--- src/rtl/pipe_stage_reg.sv ---
// Generic pipeline-stage register: valid/ready handshake, flush, optional 2-entry skid buffer.
// Optional performance counters (bubble_cnt, flush_cnt) are enabled by defining PIPE_STAGE_PERF_EN.
module pipe_stage_reg #(
    parameter int DATA_W = 32,
    parameter int CTRL_W = 2,
    parameter int SKID   = 1
) (
    input  logic              clk,
    input  logic              rst,
    input  logic              flush,
    input  logic              in_valid,
    output logic              in_ready,
    input  logic [CTRL_W-1:0] in_ctrl,
    input  logic [DATA_W-1:0] in_data,
    output logic              out_valid,
    input  logic              out_ready,
    output logic [CTRL_W-1:0] out_ctrl,
    output logic [DATA_W-1:0] out_data
`ifdef PIPE_STAGE_PERF_EN
    ,
    output logic [31:0]       bubble_cnt,
    output logic [31:0]       flush_cnt
`endif
);

    generate
        if (SKID != 0) begin : g_skid
            localparam logic [1:0] ST_EMPTY = 2'd0;
            localparam logic [1:0] ST_FULL  = 2'd1;
            localparam logic [1:0] ST_SKID  = 2'd2;

            logic [1:0]        r_state;
            logic [1:0]        w_state_next;
            logic [CTRL_W-1:0] r_m_ctrl;
            logic [DATA_W-1:0] r_m_data;
            logic [CTRL_W-1:0] r_s_ctrl;
            logic [DATA_W-1:0] r_s_data;
            logic              r_in_ready;
            logic              w_valid;
            logic              w_accept;
            logic              w_emit;

            assign w_valid  = (r_state != ST_EMPTY);
            assign w_accept = in_valid & r_in_ready;
            assign w_emit   = w_valid & out_ready;

            always_comb begin
                w_state_next = r_state;
                case (r_state)
                    ST_EMPTY: if (w_accept) w_state_next = ST_FULL;
                    ST_FULL: begin
                        if (w_accept && !w_emit)      w_state_next = ST_SKID;
                        else if (w_emit && !w_accept) w_state_next = ST_EMPTY;
                    end
                    ST_SKID:  if (w_emit) w_state_next = ST_FULL;
                    default:  w_state_next = ST_EMPTY;
                endcase
            end

            // in_ready is registered from the next state so out_ready never reaches it combinationally.
            always_ff @(posedge clk) begin
                if (rst) begin
                    r_state    <= ST_EMPTY;
                    r_m_ctrl   <= '0;
                    r_m_data   <= '0;
                    r_s_ctrl   <= '0;
                    r_s_data   <= '0;
                    r_in_ready <= 1'b1;
                end else if (flush) begin
                    r_state    <= ST_EMPTY;
                    r_m_ctrl   <= '0;
                    r_s_ctrl   <= '0;
                    r_s_data   <= '0;
                    r_in_ready <= 1'b1;
                end else begin
                    r_state    <= w_state_next;
                    r_in_ready <= (w_state_next != ST_SKID);
                    if (w_accept && (r_state == ST_EMPTY || w_emit)) begin
                        r_m_ctrl <= in_ctrl;
                        r_m_data <= in_data;
                    end
                    if (w_accept && r_state == ST_FULL && !w_emit) begin
                        r_s_ctrl <= in_ctrl;
                        r_s_data <= in_data;
                    end
                    if (r_state == ST_SKID && w_emit) begin
                        r_m_ctrl <= r_s_ctrl;
                        r_m_data <= r_s_data;
                    end
                end
            end

            assign in_ready  = r_in_ready;
            assign out_valid = w_valid;
            assign out_ctrl  = w_valid ? r_m_ctrl : '0;
            assign out_data  = r_m_data;
        end else begin : g_single
            logic              r_valid;
            logic [CTRL_W-1:0] r_ctrl;
            logic [DATA_W-1:0] r_data;
            logic              w_ready;

            assign w_ready = ~r_valid | out_ready;

            always_ff @(posedge clk) begin
                if (rst) begin
                    r_valid <= 1'b0;
                    r_ctrl  <= '0;
                    r_data  <= '0;
                end else if (flush) begin
                    r_valid <= 1'b0;
                    r_ctrl  <= '0;
                end else if (in_valid && w_ready) begin
                    r_valid <= 1'b1;
                    r_ctrl  <= in_ctrl;
                    r_data  <= in_data;
                end else if (r_valid && out_ready) begin
                    r_valid <= 1'b0;
                end
            end

            assign in_ready  = w_ready;
            assign out_valid = r_valid;
            assign out_ctrl  = r_valid ? r_ctrl : '0;
            assign out_data  = r_data;
        end
    endgenerate

`ifdef PIPE_STAGE_PERF_EN
    logic [31:0] r_bubble_cnt;
    logic [31:0] r_flush_cnt;

    always_ff @(posedge clk) begin
        if (rst) begin
            r_bubble_cnt <= '0;
            r_flush_cnt  <= '0;
        end else begin
            if (!out_valid) r_bubble_cnt <= r_bubble_cnt + 32'd1;
            if (flush)      r_flush_cnt  <= r_flush_cnt + 32'd1;
        end
    end

    assign bubble_cnt = r_bubble_cnt;
    assign flush_cnt  = r_flush_cnt;
`endif

endmodule

--- config.mk ---
export PLATFORM = sky130hd
export DESIGN_NAME = pipe_stage_reg
export DESIGN_NICKNAME = d
export VERILOG_FILES = /design/src/rtl/pipe_stage_reg.sv
export SDC_FILE = /design/constraint.sdc
export NUM_CORES = 1
export LEC_CHECK = 0
export CAP_MARGIN = 20
export CORE_UTILIZATION = 25
export CTS_CLUSTER_SIZE = 10
export DETAILED_ROUTE_END_ITERATION = 10
export GPL_ROUTABILITY_DRIVEN = 0
export GPL_TIMING_DRIVEN = 0
export PLACE_DENSITY_LB_ADDON = 0.15
export SLEW_MARGIN = 20
export SYNTH_ARGS = -nofsm -noshare
export SYNTH_HDL_FRONTEND = slang
export SYNTH_SLANG_ARGS = --single-unit
--- constraint.sdc ---
create_clock -name clk -period 1.3 [get_ports clk]
set_input_delay 0.325 -clock clk [delete_from_list [all_inputs] [get_ports clk]]
set_output_delay 0.325 -clock clk [all_outputs]
set_load 0.01 [all_outputs]
==> results of run 1 <==
-- per-stage QoR --
stage          std cells  total power [mW]  utilization [%]  hold slack (ns)  worst slack (ns)
2_1_floorplan        322              2.75                -            0.436           -0.0888
3_3_place_gp         538              3.13             34.5            0.441            -0.870
3_5_place_dp         538              3.14             34.5            0.446            -0.940
4_1_cts              571              5.62             40.4            0.434            -0.269
5_1_grt              574              5.86             41.4            0.457            -0.345
6_report             574              5.58             41.4            0.418            -0.233
-- placed cells by master (no fill, tap or decap), types with 2 or more instances in the layout --
master           instances
buf_6                   15
clkbuf_2                 3
nand2_2                 14
nand3_1                  2
buf_12                   6
clkdlybuf4s15_1         20
a211oi_1                 4
clkbuf_8                 4
buf_8                    4
dfxtp_4                  3
nand2_1                 51
clkinv_2                 3
clkdlybuf4s50_1         34
nand2_4                  5
clkbuf_16               12
nand3b_1                 2
buf_4                    8
or2_4                    2
and2_4                   2
clkinvlp_4               2
a211oi_2                30
dfxtp_1                 68
buf_16                   2
a21oi_2                  7
a21oi_1                 28
clkbuf_1                 4
nor2_1                  35
mux2i_1                 33
dlygate4sd2_1           15
-- power groups by stage --
stage	Combinational, mW	Sequential, mW	Clock (mW)
6_report	0.805	2.32	2.45
2_1_floorplan	0.347	2.40	0
5_1_grt	0.866	2.33	2.66
4_1_cts	0.789	2.32	2.52
3_5_place_dp	0.765	2.37	0
3_3_place_gp	0.758	2.37	0
-- routing by layer --
layer / vias to the layer above / part of all wire, % / routed length (um) / GRT usage [%]
li1: 1320 / - / - / -
met1: 1227 / 47 / 3960 / 17.8
met2: 47 / 47 / 3970 / 23.4
met3: 11 / 3.8 / 316 / 3.21
met4: 0 / 1.9 / 158 / 6.58
met5: - / 0 / 0 / 0
-- timing repair --
action	4_1_cts	5_1_grt
hold buffers	0	0
cloned	5	1
pin swaps	30	4
hold endpoints to repair	0	0
resized for setup	112	39
endpoints found under the setup margin	105	93
setup buffers	13	2
-- state kept, by name, summed over array words and instances, names as in the netlist --
| name | cells |
|---|---|
| g_skid.r_s_data | 32 |
| out_data | 32 |
| g_skid.r_m_ctrl | 2 |
| g_skid.r_s_ctrl | 2 |
| g_skid.r_state | 2 |
| in_ready | 1 |
-- layout make-up --
cell class              count  area, sq um
multi-input cells         225         1590
repair buffers             94          998
plain buffers              24          292
flip-flops and latches     71         1430
clock buffers              10          239
well taps                 143          179
fillers                  1134         6780
inverters                   1         3.75
clock inverters             6         60.1
-- final timing paths --
kind / from / cells past startpoint / slack, ns / end
setup / recovery: g_skid.r_state[1] / 8 / -0.23 / out_data[2]
hold / removal: rst / 2 / 0.42 / out_data[5]
setup reg to reg: g_skid.r_state[1] / 8 / -0.23 / out_data[2]
hold reg to reg: g_skid.r_s_data[22] / 2 / 0.45 / g_skid.r_s_data[22]
-- kinds of logic after synthesis --
group                  after synthesis
DFF                                 71
and+or+nand+nor                    118
muxes                               34
AOI/OAI and AO/OA                   73
buffers and inverters               26
==> impl_metrics.csv, run 1 <==
group,metric,value,unit
power,power.internal,4.21,mW
worst_setup_path,path_max_fanout,10,
floorplanning,die_y,112,um
power,power_leakage,2.00,nW
floorplanning,core_area,11600,sq um
worst_setup_path,worstPathArrival,1.78,ns
sta,finalHoldViolations,0,
worst_setup_path,slowest_delay,0.36,ns
yosys,synthSimpleGateAreaFrac,16.0,%
global_routing,grt_start_max_net_pins,13,
yosys,yosys.cell_types.count,23,
worst_setup_path,cp_common_cell,"buf_6",
clocking,cts-root-buf,"clkbuf_16",
yosys,ys.flop_type,"dfxtp_1",
run_status,outcome,"complete, but fails checks",
routing,routed-via-count,2605,
power,swShare,24.5,%
sta,final.setup.tns,-12.10,ns
sta,min_period,1.53,ns
yosys,avgSynthCellArea,9.35,sq um
yosys,synth_edf_count,0,
worst_setup_path,startpoint_type,"flip-flop",
yosys,synth_xor_area_share,0,%
clocking,clk_pin_slew,0.06,ns
flow_run,maxCapViolations,0,
worst_setup_path,critPathBufInv,4,
sta,tightestPinTransition,0.780,ns
sta,rsz0062_at_grt,"yes",
routing,via_per_inst,4.54,
min_path,hp-class,"in2reg",
power,combPwrFrac,14.4,%
power,clock_power_share,44.0,%
cells_and_area,final_nets,465,
routing,first_pass_iters,7,
power,seqPwrFrac,41.6,%
cells_and_area,design_area,4790,sq um
yosys,async_reset_ff_share,0,%
cells_and_area,drive_gt1_share,30.2,%
cells_and_area,antenna_cells,0,
floorplanning,num_rows,39,
clocking,htree_levels,3,
sta,worst_slack,-0.233,ns
worst_setup_path,crit_slowest_cell,"dfxtp_4",
sta,slew_headroom,48.0,%
yosys,netlist_instances,322,
clocking,ctsLongestPathBuffers,2,
yosys,synthMuxAreaShare,11.3,%
clocking,cts_tree,"built",
yosys,synth-compound-area-share,20.5,%
floorplanning,die_w,112,um
floorplanning,start_util,26.0,%
yosys,synth-seq-cells,71,
yosys,synthAdderAreaFrac,0,%
global_routing,grt_antenna_before_repair,0,
routing,wl_per_cell,14.6,um
place,hpwl,5600,um
routing,ant_nets,0,
power,ir_drop,470,uV
sta,finalCritPeriodShare,118,%
routing,wl,8400,um
worst_setup_path,cp_top_family,"buffers and inverters",
clocking,cts.sinks,71,
yosys,netlist_area,3010,sq um
routing,drcViolationCount,4,
sta,finalSetupViolCount,71,
sta,fmaxAchievable,653,MHz
clocking,clkLatencyLatePin,0.33,ns
floorplanning,die_area,12500,sq um
floorplanning,num_io_pins,75,
yosys,ys_top_cells_by_count,"71 x dfxtp_1, 70 x nand2_1, 36 x nor2_1",
global_routing,grt_pass1_vias,2711,
yosys,yosysTopAreaCellShare,47.2,%
yosys,synth_nets,361,
sta,finClkSkew,0.00465,ns
worst_setup_path,crit_type,"reg2reg",
run_status,failed_checks,"design-rule violations, negative setup slack",
yosys,yosys_warnings,0,
global_routing,grt_overflow,0,
cells_and_area,area_growth,59.2,%
clocking,cts_buffers,9,
yosys,yosys.area.top_type,"dfxtp_1",
routing,first_iter_violations,95,
worst_setup_path,path_cells,"buf_6, nand3b_1, buf_6, a31oi_4, buf_12, buf_8, nor2_1, a211oi_2",
sta,report.final.slew_viol_count,0,
power,pwr_density_cell,1160,nW/um^2
worst_setup_path,critPathCaptureType,"flip-flop",
yosys,yosysMostFrequentCell,"dfxtp_1",
yosys,seq_area_frac_synth,47.2,%
place,portBuffers,73,
power,switchingPower,1.37,mW
worst_setup_path,cp.required,1.54,ns
yosys,synth_top_family_by_area,"compound AO/OA/AOI/OAI gates",
yosys,synth_area_leaders,"dfxtp_1 47%, a211oi_2 12%, mux2i_1 11%, nand2_1 8.7%, a21oi_1 5.8%",
global_routing,grt.total_usage,14.3,%
place,placed_area,3990,sq um
global_routing,grt_pass1_wl,13700,um
Note: power is estimated with default switching activity, not from simulation.
==> run 2, diff against run 1 <==
--- a/config.mk
+++ b/config.mk
@@ -7,8 +7,10 @@
 export LEC_CHECK = 0
 export CAP_MARGIN = 20
 export CORE_UTILIZATION = 25
+export CTS_CLUSTER_DIAMETER = 60
 export CTS_CLUSTER_SIZE = 10
 export DETAILED_ROUTE_END_ITERATION = 10
+export DONT_BUFFER_PORTS = 1
 export GPL_ROUTABILITY_DRIVEN = 0
 export GPL_TIMING_DRIVEN = 0
 export PLACE_DENSITY_LB_ADDON = 0.15
==> run 2 against run 1 <==
The flow still finishes with violations (design-rule violations, negative setup slack). Non-clock buffer count down 68. Worst setup slack better by 0.027 ns. Wire length grew 5.9%. Sequential power is 2% higher. Clock-buffer cell count did not move. Maximum frequency is 1.8% higher. Critical path depth down 1. Sequential cell count stayed put.
==> impl_metrics.csv, run 2 (synthesized netlist as in run 1, its figures left out) <==
group,metric,value,unit
run_status,outcome,"complete, but fails checks",
run_status,failed_checks,"design-rule violations, negative setup slack",
min_path,hp-class,"in2reg",
floorplanning,core_area,11600,sq um
worst_setup_path,path_max_fanout,5,
global_routing,grt_pass1_vias,2343,
global_routing,grt_overflow,0,
sta,finalCritPeriodShare,116,%
cells_and_area,design_area,4310,sq um
worst_setup_path,critPathCaptureType,"flip-flop",
power,ir_drop,508,uV
worst_setup_path,crit_type,"reg2reg",
sta,finalSetupViolCount,70,
clocking,ctsLongestPathBuffers,2,
routing,first_iter_violations,98,
routing,wl_met2,4140,um
cells_and_area,fillers,1163,
floorplanning,die_y,112,um
power,power.total,5.87,mW
worst_setup_path,startpoint_type,"flip-flop",
cells_and_area,multiInputGateArea,1690,sq um
floorplanning,die_area,12500,sq um
routing,wl_met1,4010,um
clocking,clkLatencyLatePin,0.34,ns
routing,ant_nets,0,
global_routing,grt_start_max_net_pins,13,
global_routing,grt_antenna_before_repair,0,
place,placed_area,3260,sq um
sta,tightestPinTransition,0.813,ns
floorplanning,die_w,112,um
place,portBuffers,0,
routing,maxUsedRoutingLayer,"met4",
worst_setup_path,worstPathArrival,1.76,ns
power,power_leakage,1.72,nW
routing,routed-via-count,2403,
floorplanning,num_rows,39,
global_routing,grt_pass1_wl,12900,um
cells_and_area,antenna_cells,0,
cells_and_area,final_util,37.3,%
cells_and_area,mostFrequentLayoutCell,"dfxtp_1",
sta,finalHoldViolations,0,
place,hpwl,5590,um
cells_and_area,regArea,1430,sq um
place,place_ws,-0.555,ns
clocking,cts_buffers,9,
sta,finClkSkew,0.00679,ns
sta,slew_headroom,45.8,%
worst_setup_path,cp.required,1.55,ns
routing,wl_per_cell,17.6,um
routing,drcViolationCount,4,
cells_and_area,area_growth,43.4,%
sta,rsz0062_at_grt,"yes",
clocking,htree_levels,3,
cells_and_area,final_nets,397,
clocking,cts-root-buf,"clkbuf_16",
cells_and_area,mostFrequentLayoutCells,"68 x dfxtp_1, 54 x nand2_1, 32 x a211oi_2, 29 x mux2i_1, 26 x nor2_1",
clocking,cts.sinks,71,
clocking,clk_pin_slew,0.06,ns
floorplanning,num_io_pins,75,
sta,worst_slack,-0.206,ns
floorplanning,start_util,26.0,%
routing,wl_met3,516,um
routing,via_per_inst,4.75,
routing,first_pass_iters,7,
cells_and_area,drive_gt1_share,42.7,%
routing,wl,8900,um
flow_run,maxCapViolations,0,
clocking,cts_tree,"built",
power,pwr_density_cell,1360,nW/um^2
sta,min_period,1.51,ns
sta,fmaxAchievable,664,MHz
global_routing,grt.total_usage,13.8,%
clocking,postCtsHoldBufs,0,
sta,report.final.slew_viol_count,0,
## run 2: cell count changes in the layout (fill, tap and decap cells not counted), moves of 4 or more
cell	delta
nor2_1	-9
buf_8	+4
nand2_2	-6
mux2i_2	+4
clkdlybuf4s50_1	-34
mux2i_1	-4
clkdlybuf4s15_1	-20
dlygate4sd2_1	-15
a21oi_1	-11
a21oi_2	+11
buf_6	-8
nor2_2	+9
## run 2: power by group
part	internal, mW	total [mW]	leakage (nW)	switching (mW)
logic	0.303	0.610	0.975	0.306
clock network	1.92	2.89	0.168	0.967
registers	2.27	2.37	0.581	0.109
total	4.49	5.87	1.72	1.38
## run 2: worst max-delay path, cell delays in order (launching register included)
cell and delay [ns]:
dfxtp_4 0.35, nand4bb_4 0.24, a31oi_4 0.25, buf_12 0.14, buf_4 0.11, buf_8 0.11, nor2_2 0.04, a211oi_2 0.18
## run 2: final timing paths
check,start,to,slack [ns],cells after the start
setup / recovery,g_skid.r_state[0],out_data[12],-0.21,7
hold reg to reg,g_skid.r_s_data[7],g_skid.r_s_data[7],0.45,2
setup reg to reg,g_skid.r_state[0],out_data[12],-0.21,7
hold / removal,in_data[3],g_skid.r_s_data[3],0.11,2
## run 2: repair_timing
item | in CTS | in global routing
setup endpoints to repair | 71 | 73
pin swaps | 16 | 40
endpoints found under the hold margin | 0 | 0
gates resized for setup | 46 | 70
cloned | 2 | 4
setup buffers | 14 | 10
## run 2: metrics by stage
stage / setup TNS, ns / cells / hold slack, ns
floorplan: -2.55 / 322 / 0.436
global placement: -27.23 / 465 / 0.441
detailed placement: -28.00 / 465 / 0.446
CTS: -8.54 / 495 / 0.104
global route: -16.58 / 506 / 0.106
finish: -11.56 / 506 / 0.110
## run 2: area by class of cell
class,count,share of cell area [%]
Tap cell,143,4.15
Buffer,23,6.53
Clock inverter,6,2.49
Multi-Input combinational cell,225,39.1
Sequential cell,71,33.2
Clock buffer,10,5.54
Timing Repair Buffer,27,8.90
Inverter,1,0.0870
## run 2: layer usage
layer  vias up  global-route usage, %
met1      1158                   16.4
met5         -                      0
met4         0                   7.48
met2        47                   21.9
met3        16                   4.79
li1       1182                      -
==> run 3, diff against run 2 <==
--- a/config.mk
+++ b/config.mk
@@ -6,6 +6,7 @@
 export NUM_CORES = 1
 export LEC_CHECK = 0
 export CAP_MARGIN = 20
+export CORE_MARGIN = 5
 export CORE_UTILIZATION = 25
 export CTS_CLUSTER_DIAMETER = 60
 export CTS_CLUSTER_SIZE = 10
==> run 3 against run 2 <==
The run ends with negative setup slack left. Sequential cell count unchanged. Combinational power increased by 1%. Maximum frequency rose by 2.4%. Sequential share of layout area hardly changed. Sequential power hardly changed. Global-route usage decreased by 1.6 points. Critical endpoint is now g_skid.r_s_data[17]. Largest cell class unchanged. Largest power group is now registers.
==> impl_metrics.csv, run 3 (synthesized netlist as in run 1, its figures left out) <==
group,metric,value,unit
run_status,outcome,"complete, but fails checks",
run_status,failed_checks,"negative setup slack",
place,place_inst,469,
flow_run,maxCapViolations,0,
sta,slew_headroom,46.8,%
floorplanning,die_w,120,um
clocking,clk_pin_slew,0.06,ns
cells_and_area,antenna_cells,0,
power,power_leakage,1.65,nW
cells_and_area,regArea,1430,sq um
routing,first_iter_violations,83,
routing,first_pass_iters,4,
global_routing,grt.total_usage,12.2,%
routing,drcViolationCount,0,
cells_and_area,drive_gt1_share,47.6,%
clocking,ctsLongestPathBuffers,2,
floorplanning,num_rows,40,
routing,routed-via-count,2374,
global_routing,grt_start_max_net_pins,12,
floorplanning,num_io_pins,75,
clocking,clkLatencyLatePin,0.33,ns
worst_setup_path,startpoint_type,"flip-flop",
routing,wl,8850,um
sta,finalCritPeriodShare,113,%
cells_and_area,instances_no_fill,500,
worst_setup_path,worstPathArrival,1.73,ns
power,switchingPower,1.28,mW
place,hpwl,5770,um
clocking,htree_levels,3,
routing,via_per_inst,4.75,
clocking,cts-root-buf,"clkbuf_16",
sta,finalSetupViolCount,69,
cells_and_area,mostFrequentLayoutCells,"68 x dfxtp_1, 46 x nand2_1, 33 x mux2i_1, 33 x a211oi_2, 24 x a21oi_2",
sta,min_period,1.47,ns
global_routing,grt_pass1_vias,2306,
global_routing,grt_antenna_before_repair,0,
floorplanning,start_util,25.3,%
worst_setup_path,crit_type,"reg2reg",
power,ir_drop,431,uV
clocking,cts_buffers,9,
floorplanning,core_area,11900,sq um
power,pwr_density_cell,1180,nW/um^2
power,seqPwrFrac,47.1,%
cells_and_area,area_growth,43.5,%
clocking,postCtsHoldBufs,0,
min_path,hp-class,"in2reg",
routing,wl_per_cell,17.7,um
place,portBuffers,0,
floorplanning,die_y,120,um
sta,finalHoldViolations,0,
cells_and_area,final_nets,392,
power,clock_power_share,40.8,%
global_routing,grt_pass1_wl,13300,um
power,power.internal,3.81,mW
cells_and_area,multiInputGateArea,1840,sq um
routing,ant_nets,0,
sta,rsz0062_at_grt,"yes",
worst_setup_path,cp.required,1.56,ns
clocking,cts_tree,"built",
sta,fmaxAchievable,680,MHz
cells_and_area,mostFrequentLayoutCell,"dfxtp_1",
global_routing,grt_overflow,0,
sta,finClkSkew,0.00822,ns
worst_setup_path,path_max_fanout,6,
clocking,cts.sinks,71,
worst_setup_path,critPathCaptureType,"flip-flop",
power,swShare,25.1,%
cells_and_area,final_util,36.3,%
power,combPwrFrac,12.1,%
sta,report.final.slew_viol_count,0,
cells_and_area,fillers,1213,
floorplanning,die_area,14300,sq um
sta,worst_slack,-0.170,ns
sta,tightestPinTransition,0.799,ns
[run 3: cell types whose count changed in the layout (fill, tap and decap cells not counted), moves of 3 or more]
| cell | delta |
|---|---|
| nor2_1 | -14 |
| nand2_4 | +11 |
| nand2_1 | -8 |
| nor2_2 | +7 |
| nor2_4 | +7 |
| a21oi_1 | -6 |
| a21oi_2 | +6 |
| mux2i_1 | +4 |
| mux2i_2 | -4 |
| buf_4 | -3 |
| buf_8 | -3 |
| bufinv_16 | -3 |
| nand2_2 | -3 |
[run 3: layout make-up]
class	instances	share of cell area [%]
sequential	71	33.2
buffer	24	6.78
clock buffer	11	5.39
inverter	1	0.0869
tap	147	4.26
multi-input combinational	225	42.7
timing repair buffer	21	7.62
[run 3: timing repair]
| action | CTS | global route |
|---|---|---|
| gates cloned | 5 | 4 |
| gates resized for setup | 44 | 103 |
| pin swaps | 20 | 66 |
| setup buffers | 12 | 1 |
| endpoints found under the setup margin | 71 | 71 |
[run 3: worst paths after layout]
| path | depth (start not counted) | endpoint | slack [ns] | from |
|---|---|---|---|---|
| max | 8 | g_skid.r_s_data[17] | -0.17 | g_skid.r_state[1] |
| min | 1 | in_ready | 0.12 | out_ready |
| max reg2reg | 8 | g_skid.r_s_data[17] | -0.17 | g_skid.r_state[1] |
| min reg2reg | 2 | g_skid.r_s_data[20] | 0.45 | g_skid.r_s_data[20] |
[run 3: per-stage QoR]
step	power [mW]	instance area, sq um	setup TNS (ns)	setup WS (ns)	hold WS (ns)
2_1_floorplan	2.75	3080	-2.55	-0.0888	0.436
3_3_place_gp	2.85	3260	-25.17	-0.521	0.441
3_5_place_dp	2.86	3260	-25.23	-0.507	0.446
4_1_cts	5.04	3850	-10.50	-0.199	0.105
5_1_grt	5.33	4320	-13.80	-0.266	0.107
6_report	5.08	4320	-8.35	-0.170	0.116
[run 3: routing by layer]
layer / part of all wire (%) / GRT usage (%) / routed length [um] / vias to the layer above
li1: - / - / - / 1182
met1: 44 / 15.3 / 3910 / 1132
met2: 47 / 18.3 / 4120 / 47
met3: 7.7 / 5.14 / 678 / 13
met4: 1.7 / 5.58 / 146 / 0
met5: 0 / 0 / 0 / -
[run 3: power by group through the flow]
stage / Sequential, mW / Clock [mW] / Combinational, mW
2_1_floorplan: 2.40 / 0 / 0.347
5_1_grt: 2.41 / 2.25 / 0.673
4_1_cts: 2.38 / 2.16 / 0.506
6_report: 2.39 / 2.07 / 0.618
3_3_place_gp: 2.43 / 0 / 0.422
3_5_place_dp: 2.43 / 0 / 0.430
[run 3: critical path, stage by stage, from the launching register on]
cell and delay, ns:
dfxtp_4 0.36, nand4b_1 0.23, buf_4 0.18, nor2_4 0.08
buf_6 0.13, buf_12 0.12, clkbuf_16 0.13, nand2_1 0.05
a21oi_1 0.11
